### src/rtl/gnr_pkg.sv
// Shared constants and reset-divisor helper for the GNR Boolean-network nodes.
package gnr_pkg;

    localparam int DIVW_DEF  = 4;
    localparam int K_MAX     = 6;
    localparam int NCOPY_MAX = 8;

    // Copy 0 comes out of reset at half rate, all others at full rate.
    function automatic int unsigned div_rst(input int unsigned c);
        return (c == 0) ? 1 : 0;
    endfunction

endpackage

### src/rtl/gnr_lut_node_if.sv
// Configuration, run-control and state bus of one gnr_lut_node.
interface gnr_lut_node_if
    import gnr_pkg::*;
#(
    parameter int K     = 4,
    parameter int NCOPY = 2,
    parameter int DIVW  = DIVW_DEF
);
    logic                 lut_we;
    logic [(1<<K)-1:0]    lut_wdata;
    logic                 div_we;
    logic [2:0]           div_sel;
    logic [DIVW-1:0]      div_wdata;
    logic                 reset_nos;
    logic [NCOPY-1:0]     init_state;
    logic [NCOPY-1:0]     start;
    logic [NCOPY*K-1:0]   in_bits;
    logic [NCOPY-1:0]     state;
    logic [NCOPY-1:0]     fire;
    logic [NCOPY-1:0]     changed;
    logic                 agree;

    modport master (
        output lut_we, lut_wdata, div_we, div_sel, div_wdata,
               reset_nos, init_state, start, in_bits,
        input  state, fire, changed, agree
    );

    modport slave (
        input  lut_we, lut_wdata, div_we, div_sel, div_wdata,
               reset_nos, init_state, start, in_bits,
        output state, fire, changed, agree
    );

endinterface

### src/rtl/gnr_copy_stepper.sv
// One state copy: LUT lookup, divisor-gated stepping and fire/changed pulses.
module gnr_copy_stepper #(
    parameter int              K       = 4,
    parameter int              DIVW    = 4,
    parameter logic [DIVW-1:0] DIV_RST = '0
) (
    input  logic                clk,
    input  logic                rst,
    input  logic [(1<<K)-1:0]   i_lut,
    input  logic [K-1:0]        i_idx,
    input  logic                i_start,
    input  logic                i_reset_nos,
    input  logic                i_init,
    input  logic                i_div_we,
    input  logic [DIVW-1:0]     i_div_wdata,
    output logic                o_state,
    output logic                o_fire,
    output logic                o_changed
);
    logic [DIVW-1:0] r_ph;
    logic [DIVW-1:0] r_div;
    logic            r_state;
    logic            r_fire;
    logic            r_changed;
    logic            w_next;

    assign w_next = i_lut[i_idx];

    always_ff @(posedge clk) begin
        if (rst) begin
            r_state   <= 1'b0;
            r_ph      <= '0;
            r_div     <= DIV_RST;
            r_fire    <= 1'b0;
            r_changed <= 1'b0;
        end else begin
            // The reload below samples r_div before this write lands.
            if (i_div_we)
                r_div <= i_div_wdata;
            r_fire    <= 1'b0;
            r_changed <= 1'b0;
            if (i_reset_nos) begin
                r_state <= i_init;
                r_ph    <= '0;
            end else if (i_start) begin
                if (r_ph == '0) begin
                    r_state   <= w_next;
                    r_ph      <= r_div;
                    r_fire    <= 1'b1;
                    r_changed <= w_next ^ r_state;
                end else begin
                    r_ph <= r_ph - 1'b1;
                end
            end
        end
    end

    assign o_state   = r_state;
    assign o_fire    = r_fire;
    assign o_changed = r_changed;

endmodule

### src/rtl/gnr_lut_node.sv
// Runtime-programmable K-input LUT node evaluated independently for NCOPY state copies.
module gnr_lut_node
    import gnr_pkg::*;
#(
    parameter int K     = 4,
    parameter int NCOPY = 2,
    parameter int DIVW  = DIVW_DEF
) (
    input  logic           clk,
    input  logic           rst,
    gnr_lut_node_if.slave  bus
);
    logic [(1<<K)-1:0] r_lut;
    logic [NCOPY-1:0]  w_state;
    logic [NCOPY-1:0]  w_fire;
    logic [NCOPY-1:0]  w_changed;
    logic [NCOPY-1:0]  w_div_we;

    // Evaluations this cycle still see the old table.
    always_ff @(posedge clk) begin
        if (rst)
            r_lut <= '0;
        else if (bus.lut_we)
            r_lut <= bus.lut_wdata;
    end

    for (genvar c = 0; c < NCOPY; c++) begin : g_copy
        assign w_div_we[c] = bus.div_we && (bus.div_sel == 3'(c));

        gnr_copy_stepper #(
            .K       (K),
            .DIVW    (DIVW),
            .DIV_RST (DIVW'(div_rst(c)))
        ) u_step (
            .clk         (clk),
            .rst         (rst),
            .i_lut       (r_lut),
            .i_idx       (bus.in_bits[c*K +: K]),
            .i_start     (bus.start[c]),
            .i_reset_nos (bus.reset_nos),
            .i_init      (bus.init_state[c]),
            .i_div_we    (w_div_we[c]),
            .i_div_wdata (bus.div_wdata),
            .o_state     (w_state[c]),
            .o_fire      (w_fire[c]),
            .o_changed   (w_changed[c])
        );
    end

    assign bus.state   = w_state;
    assign bus.fire    = w_fire;
    assign bus.changed = w_changed;
    assign bus.agree   = (&w_state) | ~(|w_state);

endmodule

### src/flat_wrapper.sv
// flat-port wrapper written by rule: the top's interface ports become plain ports
module gnr_lut_node_flat import gnr_pkg::*;
#(
    parameter int K     = 4,
    parameter int NCOPY = 2,
    parameter int DIVW  = DIVW_DEF
)
  (clk, rst, bus_lut_we, bus_lut_wdata, bus_div_we, bus_div_sel, bus_div_wdata, bus_reset_nos, bus_init_state, bus_start, bus_in_bits, bus_state, bus_fire, bus_changed, bus_agree);
  gnr_lut_node_if #(.K(K), .NCOPY(NCOPY), .DIVW(DIVW)) bus_i ();
  input  logic clk;
  input  logic rst;
  input wire logic [$bits(bus_i.lut_we)-1:0] bus_lut_we;
  input wire logic [$bits(bus_i.lut_wdata)-1:0] bus_lut_wdata;
  input wire logic [$bits(bus_i.div_we)-1:0] bus_div_we;
  input wire logic [$bits(bus_i.div_sel)-1:0] bus_div_sel;
  input wire logic [$bits(bus_i.div_wdata)-1:0] bus_div_wdata;
  input wire logic [$bits(bus_i.reset_nos)-1:0] bus_reset_nos;
  input wire logic [$bits(bus_i.init_state)-1:0] bus_init_state;
  input wire logic [$bits(bus_i.start)-1:0] bus_start;
  input wire logic [$bits(bus_i.in_bits)-1:0] bus_in_bits;
  output wire logic [$bits(bus_i.state)-1:0] bus_state;
  output wire logic [$bits(bus_i.fire)-1:0] bus_fire;
  output wire logic [$bits(bus_i.changed)-1:0] bus_changed;
  output wire logic [$bits(bus_i.agree)-1:0] bus_agree;
  assign bus_i.lut_we = bus_lut_we;
  assign bus_i.lut_wdata = bus_lut_wdata;
  assign bus_i.div_we = bus_div_we;
  assign bus_i.div_sel = bus_div_sel;
  assign bus_i.div_wdata = bus_div_wdata;
  assign bus_i.reset_nos = bus_reset_nos;
  assign bus_i.init_state = bus_init_state;
  assign bus_i.start = bus_start;
  assign bus_i.in_bits = bus_in_bits;
  assign bus_state = bus_i.state;
  assign bus_fire = bus_i.fire;
  assign bus_changed = bus_i.changed;
  assign bus_agree = bus_i.agree;
  gnr_lut_node #(.K(K), .NCOPY(NCOPY), .DIVW(DIVW)) u_core (.clk(clk), .rst(rst), .bus(bus_i));
endmodule
### config.mk
export PLATFORM = sky130hd
export DESIGN_NAME = gnr_lut_node_flat
export DESIGN_NICKNAME = d
export VERILOG_FILES = /design/src/rtl/gnr_pkg.sv /design/src/rtl/gnr_lut_node_if.sv /design/src/rtl/gnr_copy_stepper.sv /design/src/rtl/gnr_lut_node.sv /design/src/flat_wrapper.sv
export SDC_FILE = /design/constraint.sdc
export NUM_CORES = 1
export LEC_CHECK = 0
export BUFFER_PORTS_ARGS = -buffer_cell sky130_fd_sc_hd__buf_2
export CORE_MARGIN = 8
export CORE_UTILIZATION = 47
export DETAILED_ROUTE_END_ITERATION = 7
export PLACE_DENSITY_LB_ADDON = 0.08
export SYNTH_ARGS = -nofsm -noshare
export SYNTH_HDL_FRONTEND = slang
export SYNTH_SLANG_ARGS = --single-unit
### constraint.sdc
create_clock -name clk -period 1.55 [get_ports clk]
set_input_delay 0.2325 -clock clk [delete_from_list [all_inputs] [get_ports clk]]
set_output_delay 0.2325 -clock clk [all_outputs]
set_load 0.005 [all_outputs]
-- After elaboration in Yosys (flattened, before gate mapping)
Cells that the tools add are included.
- word-level logic and storage cells: 56
- output and inout bits: 7
- register bits: 38
- bits of input ports: 40
- magnitude comparators: 2
- multiplexer cells: 14
- reduce and logical (&&, ||, !) cells: 18
- equality and inequality tests: 1
- bitwise logic cells: 8
- $add $sub $neg: 2
- operators by type and width (kind ; count):
    less-than comparator 4 x 5 -> 1 bit, second input constant ; 2
    2-to-1 mux 1 bit ; 10
    binary-select mux 1 bit (select 4 bit) ; 2
    logical NOT 4 bit ; 2
    2-to-1 mux 4 bit ; 2
    nonzero test 2 bit ; 4
    OR reduction 4 bit ; 2
    subtractor 4 x 1 -> 4 bit, second input constant ; 2
    AND reduction 2 bit ; 3
    OR reduction 3 bit ; 2
    NOT 1 bit ; 5
    OR reduction 2 bit ; 2
    equality test 3 x 1 -> 1 bit, second input constant ; 1
    logical NOT 3 bit ; 1
    logical AND 1 bit ; 2
    bitwise XOR 1 bit ; 2
    bitwise OR 1 bit ; 1

-- Depth between registers and ports, before layout
- depth after elaboration: 5
- mapped depth: 6
- depth with buffers taken out: 6

-- Cells and area by module
A second synthesis with hierarchy kept.
- cell total of the unflattened synthesis: 181
- area total of the unflattened synthesis: 1840.5 µm²
- modules (own cells, without submodules) (module ; seq. area each (µm²) ; times used ; cells an instance ; area an instance (µm²)):
    gnr_copy_stepper (u_core.g_copy[0].u_step) ; 220.2 ; 1 ; 63 ; 616.8
    gnr_copy_stepper (u_core.g_copy[1].u_step) ; 220.2 ; 1 ; 63 ; 615.6
    gnr_lut_node ; 320.3 ; 1 ; 55 ; 608.1

-- Worst setup path after synthesis
No wires, ideal clock.
- kind: register to register
- from: register u_core.r_lut[11]
- to: register u_core.g_copy[0].u_step.r_changed
- data required time: 1435 ps
- library setup time: 115 ps
- buffers on the path: 0
- data arrival time: 1540 ps
- stages on the path, launching flop included: 5
- setup slack: -105 ps
- period minus slack after synthesis: 1655 ps
- path through: dfxtp_1 -> mux4_1 -> mux4_2 -> xor2_1 -> and2_1
- word-level cells in the longest chain between the ends: 3
- ends and longest elaborated chain (element ; line ; text):
    from (decl) ; gnr_lut_node.sv:13 ; logic [(1<<K)-1:0] r_lut;
    from (signal assigned) ; gnr_lut_node.sv:24 ; r_lut <= bus.lut_wdata;
    binary-select mux 1 bit (select 4 bit) ; gnr_copy_stepper.sv:27 ; assign w_next = i_lut[i_idx];
    2-to-1 mux 1 bit (implied by the code) ; gnr_copy_stepper.sv:27 ;
    bitwise XOR 1 bit ; gnr_copy_stepper.sv:50 ; r_changed <= w_next ^ r_state;
    to (signal assigned) ; gnr_copy_stepper.sv:50 ;
    to (decl) ; gnr_copy_stepper.sv:24 ; logic r_changed;
No other way between the ends. The select of a mux whose other input is x is not followed.
A chain may end at the register's enable or synchronous reset.

-- Worst setup path in the final report
- from: register u_core.r_lut[5]
- to: register u_core.g_copy[0].u_step.r_changed
Same word-level chain as after synthesis.

==> qor.txt <==
Post-Synth XOR/XNOR Area = 0.9563%
Synth top area share = 41.53%
Worst-case clock buffer depth = 2
Placer Congestion = 0.7859
WP data arrival = 1.89 ns
Post-Synth Simple-Gate Area = 16.53%
Failing checks = negative setup slack
CTS buffer count = 5
I/O pins = 47
Htree depth = 2
Leak pwr = 0.0009929 uW
# Max-Cap Violations = 0
Vias = 1514
Pre-CTS WS = -0.3040 ns
Main area contributors after synthesis = dfxtp_1, mux2i_1, nor2_1, mux4_2, mux4_1
EDFF count, synth = 0
Tightest Pin Transition = 0.4813 ns
Dpl cells = 274
Layout fillers = 320
Hold Path Class = in -> reg
Post-synthesis cell area = 1832 sq um
Die width = 78.43 um
Status = complete, but fails checks
Yosys cell types = 35
Total Power = 2143 uW
HPWL after DPL = 3221 um
CP startpoint kind = register
Final Non-Filler Cells = 282
FF+latch area = 770.7 sq um
Placed cell areas = 2148 sq um
Starting density of the core = 49.29%
Setup repair after global routing missed its margin = true
Layout area overhead = 26.23%
Post-synthesis cell count = 179
Core ar. = 3716 sq um
Commonest cells in the netlist = dfxtp_1, nor2_1, mux2i_1, a21oi_1, nand2_1
Top-count cell post-synth = dfxtp_1
Pwr/cell area = 926.8 nW/um^2
Compound-cell area share of the yosys netlist = 7.036%
PortBufs = 46
Syn Nets = 221
Design area = 2312 sq um
Global-route usage over all layers = 13.88%
Worst Reg-to-Reg Cells = 4
Initial DRC Count = 69
Area occupied by multi-input gates = 1006 sq um
Vias in the first global route = 1548
Die Footprint = 6151 sq um
Final worst path period need = 1.708 ns
Syn avg cell area = 10.23 sq um
Slew headroom = 67.92%
# setup viols final = 4
Final #Nets = 275
Worst r2r src = u_core.r_lut[5]
Hold path depth = 2
Worst setup margin = -0.1584 ns
Initial antenna violation count = 0
Post-synthesis mux area share = 27.39%
Warnings, synthesis = 0
Pin count of the biggest net entering global routing = 28
Post-route ant nets = 0
Routed WL = 4153 um
Clock Latency Late Sink = 0.28 ns
Setup crit end kind = register
Avg Vias per Cell = 5.369
Most used DFF post-synth = dfxtp_1
VDD IR-drop max = 542.5 uV
Pre-antenna DRT Iters = 4
Final count of hold timing violations = 0
Clock Tree Root = clkbuf_8
Synth area leader = dfxtp_1
Fmax = 0.5853 GHz
Hold path startpoint = bus_div_wdata[0]
Adder-Cell Fraction of Synth Area = 1.366%
Post-synth ARST share = 0%
Clock Skew = 0.003872 ns
Largest family of logic cells by synthesized area = multiplexers
First-pass GRT wire length = 6989 um
CTS tree = yes
Flops & latches, synth = 38
Die height = 78.43 um
WL per Instance = 14.73 um
Remaining DRCs = 0
Clock sinks = 38
Worst Setup SP = u_core.r_lut[5]
Rows = 22
Share of cells above drive strength 1 = 41.88%
Global route overflow = 0
Critical Path RT = 1.73 ns
Hold_buf cts = 0
Sequential fraction of the synthesis area = 41.53%
Slew Viols, Final = 0
Clock slew at reported path FFs = 0.07 ns
Ant diodes = 0
Largest fanout on the critical path = 3
Fin crit share = 110.2%
Setup CP Type = reg -> reg
final timing paths:
path,endpoint,slack (ns)
max,u_core.g_copy[0].u_step.o_changed,-0.16
min,u_core.g_copy[0].u_step.r_div[0],0.18
max reg2reg,u_core.g_copy[0].u_step.o_changed,-0.16
min reg2reg,u_core.r_lut[14],0.51
registers in the layout, indices dropped and copies added (netlist names):
signal and count:
u_core.g_copy.u_step.o_changed 2, u_core.g_copy.u_step.o_fire 2, u_core.g_copy.u_step.o_state 2, u_core.g_copy.u_step.r_div 8, u_core.g_copy.u_step.r_ph 8, u_core.r_lut 16
stage by stage:
stage          hold slack, ns  util [%]  TNS (ns)
3_3_place_gp           0.4639     57.81   -0.8346
3_5_place_dp           0.4737     57.81   -0.9809
6_report               0.1771     62.22   -0.4149
4_1_cts                0.1744     61.48   -0.4558
5_1_grt                0.1727     62.22   -0.5888
2_1_floorplan          0.3486         -   -0.1740
layout by cell type (no fill, tap or decap), types with 3 or more instances in the layout:
cell type / n
buf_2: 46
nor2_1: 31
dfxtp_1: 30
mux2i_1: 24
buf_4: 14
mux4_2: 9
clkbuf_8: 8
dfxtp_2: 8
nand2_1: 7
a21oi_1: 7
nor3_1: 6
inv_1: 4
nand2b_1: 4
o211ai_1: 3
where the power goes:
| group | switching, uW | internal (uW) | total [uW] |
|---|---|---|---|
| Sequential | 35.8 | 1020 | 1060 |
| Clock | 330 | 449 | 779 |
| Combinational | 129 | 178 | 308 |
logic make-up (layout without fill, tap and decap cells):
| family | after synthesis | in the layout |
|---|---|---|
| buf+inv | 19 | 74 |
| fa+ha+maj | 2 | 2 |
| simple gates | 62 | 62 |
| xor+xnor | 2 | 2 |
| flops | 38 | 38 |
| compound gates | 19 | 19 |
| mux | 37 | 37 |
metal layers:
metal / track usage [%] / wire [um]
met5: 0 / 0
met4: 5.926 / 58
met3: 5.353 / 283
met2: 23.20 / 1971
met1: 15.38 / 1840
cell type report:
type | count | share of cell area [%]
Inverter | 5 | 0.8117
Clock buffer | 8 | 4.762
Multi-Input combinational cell | 122 | 43.51
Sequential cell | 38 | 33.33
Tap cell | 48 | 2.597
Timing Repair Buffer | 61 | 14.99
worst max-delay path, stage by stage, from the launching register on:
cell     delay (ns)
dfxtp_2        0.34
mux4_2         0.46
mux4_2         0.49
xor2_1         0.16
and2_1         0.15
timing repair:
action | CTS | global route
endpoints found under the setup margin | 4 | 9
pin swaps | 1 | 2
resized for setup | 7 | 12
buffers inserted | 0 | 1
(Power assumes the default switching activity.)
